## src/rtl/countdown_timer.sv

```systemverilog
// -----------------------------------------------------------------------------
// countdown_timer
// HH:MM:SS countdown. The user loads the time with the mode/val controls,
// starts it, and it decrements once per second down to 00:00:00. At zero it
// holds in EXPIRED with done high and blink toggling. The time outputs are
// binary fields; BCD conversion for the 7-segment path happens downstream.
//
// Ports
//   clk        system clock
//   reset      synchronous, active-high reset
//   val        set value (SW[5:0]), loaded into the field selected by mode
//   mode_btn   mode-cycle button, active-high level
//   start_btn  start/pause/acknowledge button, active-high level
//   segundos   remaining seconds 0..59
//   minutos    remaining minutes 0..59
//   horas      remaining hours 0..23
//   mode       0=count, 1=set hours, 2=set minutes, 3=set seconds
//   running    high in RUN
//   done       high in EXPIRED
//   blink      toggles every BLINK_TICKS cycles in EXPIRED, 0 otherwise
// -----------------------------------------------------------------------------
module countdown_timer #(
    parameter int unsigned TICKS_PER_SEC = 50_000_000,
    parameter int unsigned BLINK_TICKS   = 25_000_000
) (
    input  logic       clk,
    input  logic       reset,
    input  logic [5:0] val,
    input  logic       mode_btn,
    input  logic       start_btn,
    output logic [5:0] segundos,
    output logic [5:0] minutos,
    output logic [4:0] horas,
    output logic [1:0] mode,
    output logic       running,
    output logic       done,
    output logic       blink
);

    localparam int DIV_W = (TICKS_PER_SEC > 1) ? $clog2(TICKS_PER_SEC) : 1;
    localparam int BLK_W = (BLINK_TICKS   > 1) ? $clog2(BLINK_TICKS)   : 1;

    typedef enum logic [1:0] {
        S_IDLE    = 2'd0,
        S_RUN     = 2'd1,
        S_PAUSED  = 2'd2,
        S_EXPIRED = 2'd3
    } state_t;

    state_t           state_q, state_d;
    logic [5:0]       sec_q, sec_d;
    logic [5:0]       min_q, min_d;
    logic [4:0]       hr_q, hr_d;
    logic [1:0]       mode_q, mode_d;
    logic [DIV_W-1:0] div_q, div_d;
    logic [BLK_W-1:0] blk_cnt_q, blk_cnt_d;
    logic             blink_q, blink_d;
    logic             mode_prev_q, start_prev_q;

    logic mode_edge, start_edge, time_nz, tick;

    assign mode_edge  = mode_btn  & ~mode_prev_q;
    assign start_edge = start_btn & ~start_prev_q;
    assign time_nz    = |{hr_q, min_q, sec_q};

    always_comb begin
        state_d   = state_q;
        sec_d     = sec_q;
        min_d     = min_q;
        hr_d      = hr_q;
        mode_d    = mode_q;
        div_d     = div_q;
        blk_cnt_d = blk_cnt_q;
        blink_d   = blink_q;
        tick      = 1'b0;

        // Buttons: a mode edge takes priority and swallows a coincident
        // start edge. Leaving count mode pauses a run / acknowledges expiry.
        if (mode_edge) begin
            mode_d = mode_q + 2'd1;
            if (mode_q == 2'd0) begin
                if (state_q == S_RUN)          state_d = S_PAUSED;
                else if (state_q == S_EXPIRED) state_d = S_IDLE;
            end
        end else if (start_edge && (mode_q == 2'd0)) begin
            unique case (state_q)
                S_IDLE, S_PAUSED: if (time_nz) state_d = S_RUN;
                S_RUN:            state_d = S_PAUSED;
                S_EXPIRED:        state_d = S_IDLE;
                default:          ;
            endcase
        end

        // Set modes load continuously; out-of-range values are ignored.
        unique case (mode_q)
            2'd1:    if (val <= 6'd23) hr_d  = val[4:0];
            2'd2:    if (val <= 6'd59) min_d = val;
            2'd3:    if (val <= 6'd59) sec_d = val;
            default: ;
        endcase

        // Divider restarts on every entry to RUN so the first decrement is
        // a full second after the start edge. Only a run that stays a run
        // this cycle may tick.
        if (state_q != S_RUN && state_d == S_RUN) begin
            div_d = '0;
        end else if (state_q == S_RUN && state_d == S_RUN) begin
            if (div_q == DIV_W'(TICKS_PER_SEC - 1)) begin
                div_d = '0;
                tick  = 1'b1;
            end else begin
                div_d = div_q + DIV_W'(1);
            end
        end

        // RUN is only reachable with a nonzero time, so the borrow chain
        // never underflows past 00:00:00.
        if (tick) begin
            if (sec_q != 6'd0) begin
                sec_d = sec_q - 6'd1;
            end else begin
                sec_d = 6'd59;
                if (min_q != 6'd0) begin
                    min_d = min_q - 6'd1;
                end else begin
                    min_d = 6'd59;
                    hr_d  = hr_q - 5'd1;
                end
            end
            if (~|{hr_d, min_d, sec_d}) state_d = S_EXPIRED;
        end

        // Blink runs only while staying in EXPIRED; entry and exit clear it.
        if (state_q == S_EXPIRED && state_d == S_EXPIRED) begin
            if (blk_cnt_q == BLK_W'(BLINK_TICKS - 1)) begin
                blk_cnt_d = '0;
                blink_d   = ~blink_q;
            end else begin
                blk_cnt_d = blk_cnt_q + BLK_W'(1);
            end
        end else begin
            blk_cnt_d = '0;
            blink_d   = 1'b0;
        end
    end

    always_ff @(posedge clk) begin
        if (reset) begin
            state_q      <= S_IDLE;
            sec_q        <= '0;
            min_q        <= '0;
            hr_q         <= '0;
            mode_q       <= '0;
            div_q        <= '0;
            blk_cnt_q    <= '0;
            blink_q      <= 1'b0;
            // A button held through reset must be released before it counts.
            mode_prev_q  <= 1'b1;
            start_prev_q <= 1'b1;
        end else begin
            state_q      <= state_d;
            sec_q        <= sec_d;
            min_q        <= min_d;
            hr_q         <= hr_d;
            mode_q       <= mode_d;
            div_q        <= div_d;
            blk_cnt_q    <= blk_cnt_d;
            blink_q      <= blink_d;
            mode_prev_q  <= mode_btn;
            start_prev_q <= start_btn;
        end
    end

    assign segundos = sec_q;
    assign minutos  = min_q;
    assign horas    = hr_q;
    assign mode     = mode_q;
    assign running  = (state_q == S_RUN);
    assign done     = (state_q == S_EXPIRED);
    assign blink    = blink_q;

endmodule

```

## config.mk

```make
export PLATFORM = sky130hd
export DESIGN_NAME = countdown_timer
export DESIGN_NICKNAME = d
export VERILOG_FILES = /design/src/rtl/countdown_timer.sv
export SDC_FILE = /design/constraint.sdc
export NUM_CORES = 1
export LEC_CHECK = 0
export ABC_AREA = 1
export CAP_MARGIN = 20
export CORE_MARGIN = 5
export CORE_UTILIZATION = 59
export CTS_CLUSTER_DIAMETER = 50
export DETAILED_ROUTE_END_ITERATION = 6
export PLACE_DENSITY_LB_ADDON = 0.12
export SYNTH_ARGS = -nofsm -noshare
export SYNTH_HDL_FRONTEND = slang
export SYNTH_SLANG_ARGS = --single-unit
```

## constraint.sdc

```tcl
create_clock -name clk -period 2.71 [get_ports clk]
set_clock_uncertainty 0.05 [all_clocks]
set_input_delay 0.542 -clock clk [delete_from_list [all_inputs] [get_ports clk]]
set_output_delay 0.542 -clock clk [all_outputs]
set_load 0.1 [all_outputs]
```

Yosys cells after proc, flatten, opt, wreduce, memory -nomap -nowiden:

Index checks and enable logic that the tools add are counted.
W data, S select, Z words.

* bitwise logic cells: 6
* $add $sub $neg: 6
* reductions and logical operators: 17
* magnitude comparators: 2
* multiplexer cells: 30
* equal/unequal tests: 11

Operator list (count)
* $mux W6: 11
* $reduce_or A17 Y1: 2
* $mux W5: 6
* $add A26 B1 Y26 const B: 1
* $eq A26 B26 Y1 const B: 1
* $mux W26: 1
* $add A25 B1 Y25 const B: 1
* $eq A25 B25 Y1 const B: 1
* $mux W2: 8
* $reduce_bool A6 Y1: 2
* $sub A6 B1 Y6 const B: 2
* $eq A2 B2 Y1 const B: 5
* $eq A2 B1 Y1 const B: 3
* $le A6 B5 Y1 const B: 1
* $le A6 B6 Y1 const B: 1
* $pmux W2 S3: 1
* $reduce_or A2 Y1: 3
* $sub A5 B1 Y5 const B: 1
* $logic_and A1 B1 Y1: 4
* $logic_not A2 Y1: 2
* $not A1 Y1: 4
* $reduce_bool A2 Y1: 2
* $mux W1: 3
* $reduce_or A3 Y1: 1
* 4 further kinds: 5

* output and inout port bits: 22
* bits of input ports: 10
* bits in registers: 75
* word-level logic and storage cells: 82

Longest topological paths before layout:

Gate-level depths: netlist of the first run.

* depth after elaboration: 17
* gate-level depth with buffers: 20
* depth with buffers taken out: 20

Least setup slack after synthesis of the first run:

OpenSTA, ideal clock, no wires.

* path kind: reg2reg
* from: register mode_q[0], in the netlist mode[0]
* to: register blk_cnt_q[16]
* stages on the path, launching flop included: 18
* setup time: 0.062 ns
* required time: 2.598 ns
* data arrival time: 2.938 ns
* slack: -0.340 ns
* buffers on the path: 1
* clock period less this slack: 3.050 ns
* path through: dfxtp_1 > inv_1 > ha_1 > inv_1 > nor2_1 > nand2_1 > inv_1 > nand2_1 > nor3b_1 > nand2_1 > nand2_1 > nand3_2 > nor2_4 > nand3_2 > nand2_2 > nand4_4 > buf_6 > nor2_2

* cells in the longest elaborated chain, start to end: 13
* elaborated cells on any way between the ends: 26
* those cells by class: eq/ne: 4; mux: 14; bitwise: 1; reduce/logical: 7

RTL lines
* start, declared: RTL line 54 `logic [1:0] mode_q, mode_d;`
* start signal, assigned: RTL line 165 `mode_q <= mode_d;`
* branches (longest 8 deep; another with $reduce_or A17 Y1)
* $mux W2 (*): RTL line 118 `if (tick) begin`
* $eq A2 B2 Y1 (*): RTL line 134 `if (state_q == S_EXPIRED && state_d == S_EXPIRED) begin`
* $logic_and A1 B1 Y1 (*): RTL line 134
* $not A1 Y1 (no line) (*)
* $reduce_or A3 Y1 (no line) (*)
* end signal, assigned: RTL line 167 `blk_cnt_q <= blk_cnt_d;`
* end, declared: RTL line 56 `logic [BLK_W-1:0] blk_cnt_q, blk_cnt_d;`

Mark *: on every way between the ends. The select of a mux whose other input is x is not followed.
A chain may end at the register's enable or synchronous reset.

Worst setup path after layout of the first run:

* from: register mode_q[0], in the netlist mode[0]
* to: register min_q[5], in the netlist minutos[5]

* cells in the longest elaborated chain, start to end: 9
* elaborated cells on any way between the ends: 15
* those cells by class: eq/ne: 2; mux: 9; reduce/logical: 4

RTL lines
* $logic_not A2 Y1: RTL line 81, 85
* $logic_and A1 B1 Y1: RTL line 85 `end else if (start_edge && (mode_q == 2'd0)) begin`
* $mux W2: RTL line 85
* $mux W2: RTL line 79 `if (mode_edge) begin`
* $eq A2 B1 Y1: RTL line 105, 107
* $logic_and A1 B1 Y1: RTL line 107 `end else if (state_q == S_RUN && state_d == S_RUN) begin`
* $mux W1: RTL line 107
* $mux W1: RTL line 105 `if (state_q != S_RUN && state_d == S_RUN) begin`
* $mux W6 (*): RTL line 118
* end signal, assigned: RTL line 163 `min_q <= min_d;`
* end, declared: RTL line 52 `logic [5:0] min_q, min_d;`

Mark *: on every way between the ends. The rest lies on a longest branch, timed or not. The select of a mux whose other input is x is not followed.

==> results of run 1 <==
==> power groups by stage <==
stage	clock, mW	sequential (mW)	combinational, mW
after global routing	0.875	1.13	0.380
after CTS	0.827	1.13	0.334
after floorplan	0	1.22	0.177
after global placement	0	1.15	0.329
final	0.811	1.13	0.344
after detailed placement	0	1.15	0.332
==> worst max-delay path: cells and delay by family, from the launching register on <==
family          cells  cell delay, ns
compound gates      1            0.04
fa+ha+maj           1            0.19
buf+inv             7            0.84
flops               1            0.35
simple gates       12            0.87
==> metal layers <==
layer	track usage	vias to the layer above	wire, µm
li1	-	2321	-
met1	0.2767	2088	4827
met2	0.3963	120	5265
met3	0.04317	12	579
met4	0.05987	0	137
met5	0	-	0
==> state kept, by name, indices dropped and copies added, names as in the netlist <==
name and count:
blk_cnt_q 25, mode 2, div_q 26, start_prev_q 1, horas 5, state_q 2
minutos 6, mode_prev_q 1, blink 1, segundos 6
==> final cells by class <==
| class | instances | area share |
|---|---|---|
| clock buffers | 11 | 0.02843 |
| clock inverters | 5 | 0.007049 |
| flip-flops and latches | 75 | 0.2838 |
| well taps | 102 | 0.02397 |
| multi-input cells | 509 | 0.5110 |
| repair buffers | 48 | 0.07660 |
| inverters | 98 | 0.06908 |
==> kinds of logic (layout without fill, tap and decap cells) <==
group / after synthesis / in the layout
compound gates: 67 / 67
xor+xnor: 32 / 32
fa+ha+maj: 15 / 15
buf+inv: 109 / 162
flops: 75 / 75
simple gates: 395 / 395
==> worst min path at each step <==
| stage | cells past startpoint | to | slack (ns) | from |
|---|---|---|---|---|
| 2_1_floorplan | 1 | blk_cnt_q[0] | 0.38 | blk_cnt_q[0] |
| 3_3_place_gp | 1 | blk_cnt_q[0] | 0.39 | blk_cnt_q[0] |
| 3_5_place_dp | 1 | blk_cnt_q[0] | 0.41 | blk_cnt_q[0] |
| 4_1_cts | 1 | blk_cnt_q[0] | 0.43 | blk_cnt_q[0] |
| 5_1_grt | 1 | blk_cnt_q[0] | 0.46 | blk_cnt_q[0] |
| 6_report | 1 | blk_cnt_q[0] | 0.42 | blk_cnt_q[0] |
==> cell usage in the layout (no fill, tap or decap), types with 3 or more instances in the layout <==
| cell type | netlist | routed |
|---|---|---|
| nor4_1 | 12 | 12 |
| o21ai_1 | 3 | 6 |
| buf_4 | 0 | 37 |
| nor3_1 | 24 | 24 |
| a21oi_1 | 32 | 32 |
| nor2_4 | 2 | 3 |
| nor2_2 | 27 | 29 |
| nand4_1 | 22 | 22 |
| ha_1 | 15 | 13 |
| dfxtp_1 | 75 | 67 |
| or2_2 | 4 | 4 |
| dfxtp_2 | 0 | 8 |
| xnor2_1 | 11 | 11 |
| nand3_1 | 41 | 41 |
| clkdlybuf4s50_1 | 0 | 9 |
| nand2_1 | 155 | 152 |
| o21ai_0 | 30 | 27 |
| clkbuf_8 | 0 | 11 |
| xor2_1 | 21 | 21 |
| nand2_2 | 5 | 8 |
| nand3_2 | 4 | 4 |
| inv_1 | 97 | 97 |
| nor2_1 | 87 | 84 |
==> what timing repair did <==
action	CTS	global route
buffers inserted	0	1
setup endpoints to repair	0	34
gates resized for setup	0	14
==> results.sh, run 1 <==
export IMPL_crit_top_cell="nand2_1"
export IMPL_grt_remaining_overflow=0
export IMPL_final_nets=766
export IMPL_swShare=0.2975
export IMPL_rsz0062_at_grt="false"
export IMPL_antenna_found_initial=0
export IMPL_multiInputGateArea_um2=2721
export IMPL_dpl_hpwl_mm=8.250
export IMPL_die_x_um=98.57
export IMPL_yosysUniqueCellTypes=33
export IMPL_r2r_end="minutos[5]"
export IMPL_grt_max_degree=26
export IMPL_p_total_mw=2.283
export IMPL_synthSimpleGateAreaFrac=0.4047
export IMPL_die_area_um2=9716
export IMPL_firstDrtPassIters=4
export IMPL_worstPathMaxFanout=13
export IMPL_routedWlPerCell_um=12.75
export IMPL_vias=4541
export IMPL_area_growth_pct=15.06
export IMPL_drcViolationCount=0
export IMPL_synth_area_leader_cell="dfxtp_1"
export IMPL_synth_most_common_cell="nand2_1"
export IMPL_p_switching_uw=679.0
export IMPL_start_util=0.6021
export IMPL_power_frac_clock=0.355
export IMPL_dpl_cell_area_um2=5089
export IMPL_die_h_um=98.57
export IMPL_status="complete, no violations"
export IMPL_ys_seq_area_frac=0.3244
export IMPL_period_minus_slack_ns=2.484
export IMPL_core_area_um2=7687
export IMPL_rows=32
export IMPL_insertion_delay_ns=0.34
export IMPL_p_int_mw=1.604
export IMPL_ff2ff_path_depth=21
export IMPL_pin_count=32
export IMPL_drt_wl_total_mm=10.81
export IMPL_postCtsHoldBufs=0
export IMPL_slew_viol_final=0
export IMPL_clk_pin_slew_ns=0.09
export IMPL_final_layout_size_suffix_gt1_frac=0.1635
export IMPL_synth_edf_count=0
export IMPL_syn_avg_cell_area_um2=6.678
export IMPL_pwr_share_comb=0.151
export IMPL_synthXorXnorAreaFrac=0.06056
export IMPL_leakagePower_nw=2.163
export IMPL_clock_path_buffers=2
export IMPL_syn_area_um2=4628
export IMPL_cts_made_buffers=9
export IMPL_synthTopCellsByArea="dfxtp_1 32%, nand2_1 13%, inv_1 7.9%, nor2_1 7.1%, nand3_1 4.4%"
export IMPL_r2r_slack_ns=0.23
export IMPL_hold_path_class="register to register"
export IMPL_grt_pass1_vias=4279
export IMPL_fin_util=0.6927
export IMPL_pre_cts_slack_ns=-0.1552
export IMPL_synth_top_family_by_area="simple AND/OR/NAND/NOR gates"
export IMPL_synthMuxAreaShare=0
export IMPL_crit_start="mode[0]"
export IMPL_final_area_um2=5325
export IMPL_fillCellCount=729
export IMPL_stdcell_count=848
export IMPL_cpMaxStageDelayCell="dfxtp_2"
export IMPL_synth_ff_type="dfxtp_1"
export IMPL_antenna_cells=0
export IMPL_synth_common_cells="155 x nand2_1, 97 x inv_1, 87 x nor2_1, 75 x dfxtp_1, 41 x nand3_1"
export IMPL_fin_ws_ns=0.2258
export IMPL_tritoncts="done"
export IMPL_via_per_inst=5.355
export IMPL_synth_fa_ha_area_frac=0.04055
export IMPL_dpl_cell_count=831
export IMPL_initialDrtViolationCount=244
export IMPL_yosysTopAreaCellShare=0.3244
export IMPL_worst_pin_slew_ns=0.4342
export IMPL_r2r_start="mode[0]"
export IMPL_seq_power_share=0.494
export IMPL_critical_path_endpoint="minutos[5]"
export IMPL_clkSinkCount=75
export IMPL_ys_warn_count=0
export IMPL_grt_pass1_wl_mm=18.45
export IMPL_start_kind="register"
export IMPL_mappedNetlistNets=718
export IMPL_crit_chain="inv_1 -> ha_4 -> inv_1 -> nor2_1 -> nand2_1 -> inv_1 -> nand2_1 -> nand2_1 -> inv_1 -> nand2_1 -> nand2_1 -> nand2_2 -> nand3_2 -> nor2_4 -> buf_4 -> nand2_4 -> inv_2 -> buf_4 -> nand2_1 -> nand2_1 -> a21oi_1"
export IMPL_root_buffer="clkbuf_8"
export IMPL_fin_crit_sh=0.9167
export IMPL_setup_tns_ns=0
export IMPL_slowest_delay_ns=0.35
export IMPL_critPathKind="register to register"
export IMPL_powerDensity_nw_per_um2=428.6
export IMPL_max_freq_mhz=402.5
export IMPL_cp_arrival_ns=2.66
export IMPL_track_usage=0.2235
export IMPL_async_flop_share=0
export IMPL_io_buffers=31
export IMPL_slew_headroom=0.7079
export IMPL_regArea_um2=1511
export IMPL_end_kind="register"
export IMPL_synth_compound_area_frac=0.07353
export IMPL_cts_max_level=3
export IMPL_timing_final_hold_violations=0
export IMPL_whs_ns=0.4220
export IMPL_critPathRequiredTime_ns=2.88
export IMPL_peakVddDrop_mv=0.2952
export IMPL_ys_seq_elements=75
export IMPL_finalSetupViolations=0
export IMPL_ant_nets=0
export IMPL_gp_congestion=0.9211
export IMPL_cap_violations=0
export IMPL_syn_inst=693
Note: power is estimated with default switching activity, not from simulation.
==> inputs of run 2 (changes only) <==
Settings changed: CAP_MARGIN 20 to 0, TNS_END_PERCENT from default to 50.
Clock period 2.71 ns to 2.7 ns, I/O delays scaled along.
==> run 2 against run 1 <==
Count of clock-buffer cells in the layout decreased by 1. Critical path depth is 3 lower. Critical path type unchanged. Power up 8.2%.
==> results.sh, run 2 (synthesized netlist as in run 1, its figures left out) <==
export IMPL_crit_chain="clkinvlp_4 -> ha_1 -> nand2_1 -> nor2_1 -> nand3_1 -> nand2_1 -> nand2_1 -> nand2_1 -> nand2_2 -> nand3_2 -> nor2_4 -> buf_12 -> nand2_4 -> buf_4 -> nand2_2 -> nor2_1 -> nor2_1 -> nor2_1"
export IMPL_drt_wl_total_mm=10.88
export IMPL_powerDensity_nw_per_um2=460.5
export IMPL_slowest_delay_ns=0.36
export IMPL_gp_congestion=0.9142
export IMPL_core_area_um2=7687
export IMPL_final_cell_mix="153 x nand2_1, 95 x inv_1, 85 x nor2_1"
export IMPL_critPathRequiredTime_ns=2.89
export IMPL_start_kind="register"
export IMPL_ant_nets=0
export IMPL_slew_headroom=0.6949
export IMPL_max_freq_mhz=398.4
export IMPL_clkSinkCount=75
export IMPL_io_buffers=31
export IMPL_antenna_found_initial=0
export IMPL_grt_remaining_overflow=0
export IMPL_insertion_delay_ns=0.36
export IMPL_whs_path_depth=1
export IMPL_grt_pass1_vias=4390
export IMPL_ff2ff_path_depth=18
export IMPL_end_kind="register"
export IMPL_vias=4522
export IMPL_largest_reg_flops=26
export IMPL_slew_viol_final=0
export IMPL_finalSetupViolations=0
export IMPL_final_common_cell="nand2_1"
export IMPL_firstDrtPassIters=5
export IMPL_antenna_cells=0
export IMPL_hold_start="blk_cnt_q[0]"
export IMPL_start_util=0.6021
export IMPL_hold_path_class="register to register"
export IMPL_peakVddDrop_mv=0.3594
export IMPL_regMostFlops="div_q"
export IMPL_final_area_um2=5365
export IMPL_clock_path_buffers=2
export IMPL_track_usage=0.2330
export IMPL_dpl_cell_area_um2=5084
export IMPL_cp_arrival_ns=2.70
export IMPL_worst_hold_path_endpoint="blk_cnt_q[0]"
export IMPL_r2r_end="segundos[0]"
export IMPL_status="complete, no violations"
export IMPL_area_growth_pct=15.92
export IMPL_fin_crit_sh=0.9296
export IMPL_grt_pass1_wl_mm=19.06
export IMPL_grtUsageMet1=0.2864
export IMPL_grtUsageMet2=0.3994
export IMPL_r2r_start="minutos[0]"
export IMPL_cts_made_buffers=9
export IMPL_cts_max_level=3
export IMPL_worst_pin_slew_ns=0.4534
export IMPL_die_h_um=98.57
export IMPL_use_met3=0.04105
export IMPL_root_buffer="clkbuf_8"
export IMPL_cap_violations=0
export IMPL_p_total_mw=2.471
export IMPL_drcViolationCount=0
export IMPL_postCtsHoldBufs=0
export IMPL_die_area_um2=9716
export IMPL_die_x_um=98.57
export IMPL_stdcell_count=849
export IMPL_dpl_cell_count=832
export IMPL_routedWlPerCell_um=12.81
export IMPL_final_nets=767
export IMPL_initialDrtViolationCount=269
export IMPL_critPathKind="register to register"
export IMPL_final_layout_size_suffix_gt1_frac=0.1647
export IMPL_rows=32
export IMPL_dpl_hpwl_mm=8.216
export IMPL_busiest_layer="met2"
export IMPL_r2r_slack_ns=0.19
export IMPL_grt_max_degree=26
export IMPL_tritoncts="done"
export IMPL_fin_util=0.6979
export IMPL_timing_final_hold_violations=0
export IMPL_whs_ns=0.4236
export IMPL_period_minus_slack_ns=2.510
export IMPL_leakagePower_nw=2.189
export IMPL_pin_count=32
export IMPL_worstPathMaxFanout=13
export IMPL_reg_top3="div_q (26), blk_cnt_q (25)"
export IMPL_via_per_inst=5.326
export IMPL_cpMaxStageDelayCell="dfxtp_2"
export IMPL_clk_pin_slew_ns=0.08
==> run 2: changes by cell type in the layout (fill, tap and decap cells not counted), sizes merged <==
cell and change:
bufinv +2, clkbuf -1, buf +1, clkinvlp -1
==> run 2: critical path, delay by kind of cell (launching register included) <==
kind | cells | cell delay, ns
fa+ha+maj | 1 | 0.26
buf+inv | 3 | 0.48
flops | 1 | 0.36
simple gates | 14 | 1.24
==> run 2: power breakdown <==
part	internal, mW	switching [mW]	total (mW)
combinational	0.109	0.244	0.353
sequential	1.12	0.0135	1.13
clock	0.547	0.438	0.986
total	1.77	0.696	2.47
==> run 2: area by class of cell <==
| cell class | instances | area [µm²] |
|---|---|---|
| inverters | 98 | 371.6 |
| clock buffers | 10 | 137.6 |
| flip-flops and latches | 75 | 1511 |
| fillers | 673 | 2322 |
| repair buffers | 49 | 415.4 |
| well taps | 102 | 127.6 |
| multi-input cells | 509 | 2714 |
| clock inverters | 6 | 87.58 |
==> run 2: routing by layer <==
metal  wire length, µm  vias to the layer above
li1                  -                     2320
met1              4917                     2056
met4               261                        0
met2              5133                      125
met3               563                       21
met5                 0                        -
==> run 2: how the worst max path moves through the flow <==
| stage | from | end | slack (ns) | cells past startpoint |
|---|---|---|---|---|
| 3_5_place_dp | val[3] | blk_cnt_q[8] | -0.07 | 13 |
| 6_report | minutos[0] | segundos[0] | 0.19 | 18 |
| 5_1_grt | segundos[0] | blk_cnt_q[5] | -0.02 | 15 |
| 3_3_place_gp | val[4] | blk_cnt_q[4] | -0.08 | 13 |
| 2_1_floorplan | mode[0] | blk_cnt_q[16] | 0.03 | 17 |
| 4_1_cts | mode[0] | div_q[18] | 0.09 | 21 |
==> run 2: stage by stage <==
step                worst slack [ns]  TNS [ns]
finish                        0.1900         0
detailed placement          -0.07351    -1.554
CTS                          0.08652         0
global placement            -0.07720    -1.722
global route                -0.01516  -0.01516
floorplan                    0.02586         0
==> run 2: timing repair <==
action / in CTS / in global routing
resized for setup: 0 / 11
endpoints found under the setup margin: 0 / 36
buffers inserted: 0 / 1
==> inputs of run 3 (changes only) <==
Settings changed: CORE_ASPECT_RATIO from default to 0.9.
==> run 3 against run 2 <==
Worst hold slack lost 0.017 ns. Critical path type is now input pin to register. Largest power group unchanged. Maximum frequency shrank 1.8%. Highest routed layer unchanged. Sequential share of layout area decreased by 0.092 points.
==> results.sh, run 3 (synthesized netlist as in run 1, its figures left out) <==
export IMPL_vias=4583
export IMPL_gp_congestion=0.9295
export IMPL_finalSetupViolations=0
export IMPL_p_int_mw=1.684
export IMPL_swShare=0.2905
export IMPL_setup_tns_ns=0
export IMPL_cap_violations=0
export IMPL_firstDrtPassIters=5
export IMPL_routedWlPerCell_um=13.20
export IMPL_drcViolationCount=0
export IMPL_worst_hold_path_endpoint="blk_cnt_q[0]"
export IMPL_root_buffer="clkbuf_8"
export IMPL_clkSinkCount=75
export IMPL_antenna_cells=0
export IMPL_area_growth_pct=16.30
export IMPL_start_kind="input pin"
export IMPL_grt_remaining_overflow=0
export IMPL_dpl_hpwl_mm=8.320
export IMPL_cp_arrival_ns=2.79
export IMPL_multiInputGateArea_um2=2724
export IMPL_cts_max_level=3
export IMPL_final_cell_mix="154 x nand2_1, 95 x inv_1, 82 x nor2_1"
export IMPL_drt_wl_total_mm=11.17
export IMPL_hold_start="blk_cnt_q[0]"
export IMPL_cpMaxStageDelayCell="clkdlybuf4s50_1"
export IMPL_whs_path_depth=1
export IMPL_die_x_um=103.4
export IMPL_stdcell_count=846
export IMPL_clock_path_buffers=2
export IMPL_reg_top3="div_q (26), blk_cnt_q (25)"
export IMPL_pwr_share_comb=0.150
export IMPL_rows=30
export IMPL_dpl_cell_count=827
export IMPL_largest_reg_flops=26
export IMPL_insertion_delay_ns=0.35
export IMPL_start_util=0.6104
export IMPL_via_per_inst=5.417
export IMPL_r2r_end="blk_cnt_q[4]"
export IMPL_crit_chain="clkdlybuf4s50_1 -> buf_4 -> inv_1 -> nand3_2 -> o21ai_1 -> nand4_1 -> nor2_1 -> nand3_1 -> nor2_2 -> nand3_2 -> nand2_2 -> nand4_4 -> buf_12 -> nor2_1"
export IMPL_powerDensity_nw_per_um2=441.0
export IMPL_core_area_um2=7582
export IMPL_final_common_cell="nand2_1"
export IMPL_seq_power_share=0.477
export IMPL_ff2ff_path_depth=15
export IMPL_timing_final_hold_violations=0
export IMPL_r2r_slack_ns=0.21
export IMPL_ant_nets=0
export IMPL_grt_pass1_wl_mm=18.21
export IMPL_max_freq_mhz=391.1
export IMPL_hold_path_class="register to register"
export IMPL_slowest_delay_ns=0.45
export IMPL_tritoncts="done"
export IMPL_track_usage=0.2319
export IMPL_critPathKind="input pin to register"
export IMPL_clk_pin_slew_ns=0.08
export IMPL_io_buffers=31
export IMPL_pin_count=32
export IMPL_die_area_um2=9718
export IMPL_p_switching_uw=689.7
export IMPL_power_frac_clock=0.374
export IMPL_cts_made_buffers=9
export IMPL_final_layout_size_suffix_gt1_frac=0.1707
export IMPL_critPathRequiredTime_ns=2.94
export IMPL_period_minus_slack_ns=2.557
export IMPL_regMostFlops="div_q"
export IMPL_regArea_um2=1511
export IMPL_grt_max_degree=26
export IMPL_grt_pass1_vias=4110
export IMPL_crit_buf_inv=4
export IMPL_r2r_start="state_q[1]"
export IMPL_leakagePower_nw=2.191
export IMPL_fin_util=0.7099
export IMPL_slew_headroom=0.6937
export IMPL_crit_family="simple AND/OR/NAND/NOR gates"
export IMPL_fillCellCount=643
export IMPL_rsz0062_at_grt="false"
export IMPL_worst_pin_slew_ns=0.4557
export IMPL_die_h_um=94.03
export IMPL_path_depth=14
export IMPL_initialDrtViolationCount=352
export IMPL_status="complete, no violations"
export IMPL_peakVddDrop_mv=0.3050
export IMPL_end_kind="register"
export IMPL_fin_crit_sh=0.9470
export IMPL_antenna_found_initial=0
export IMPL_slew_viol_final=0
export IMPL_final_nets=770
export IMPL_worstPathMaxFanout=25
run 3: worst max path at each step:
stage,start,to
final,val[5],blk_cnt_q[4]
after global routing,segundos[0],blk_cnt_q[4]
after CTS,segundos[0],blk_cnt_q[4]
after detailed placement,val[5],blk_cnt_q[4]
after global placement,val[5],blk_cnt_q[5]
after floorplan,mode[0],blk_cnt_q[16]
run 3: layer usage:
layer	global-route usage	up-vias	part of all wire
li1	-	2325	-
met1	0.3132	2084	0.46
met2	0.3710	158	0.46
met3	0.04603	16	0.067
met4	0.06904	0	0.011
met5	0	-	0
run 3: timing repair:
item | 4_1_cts | 5_1_grt
resized for setup | 0 | 15
setup endpoints to repair | 0 | 54
setup buffers | 0 | 2
hold buffers | 0 | 0
run 3: final cells by class:
cell class	instances	share of cell area
clock buffer	11	0.02627
multi-input combinational	509	0.5060
inverter	98	0.06834
clock inverter	5	0.01162
tap	96	0.02232
timing repair buffer	52	0.08461
sequential	75	0.2808
run 3: stage by stage:
stage / cell area, µm² / power (mW) / worst slack (ns) / hold slack, ns
2_1_floorplan: 4638 / 1.401 / 0.02586 / 0.3774
6_report: 5383 / 2.374 / 0.1430 / 0.4070
5_1_grt: 5383 / 2.475 / 0.004021 / 0.4468
3_5_place_dp: 5096 / 1.496 / -0.1877 / 0.3905
3_3_place_gp: 5096 / 1.490 / -0.1186 / 0.3865
4_1_cts: 5300 / 2.379 / 0.07015 / 0.4109
run 3: power groups by stage:
stage	Sequential, mW	Clock (mW)	Combinational, mW
floorplan	1.22	0	0.177
global route	1.13	0.955	0.387
CTS	1.13	0.908	0.340
detailed placement	1.16	0	0.338
global placement	1.16	0	0.333
finish	1.13	0.887	0.356
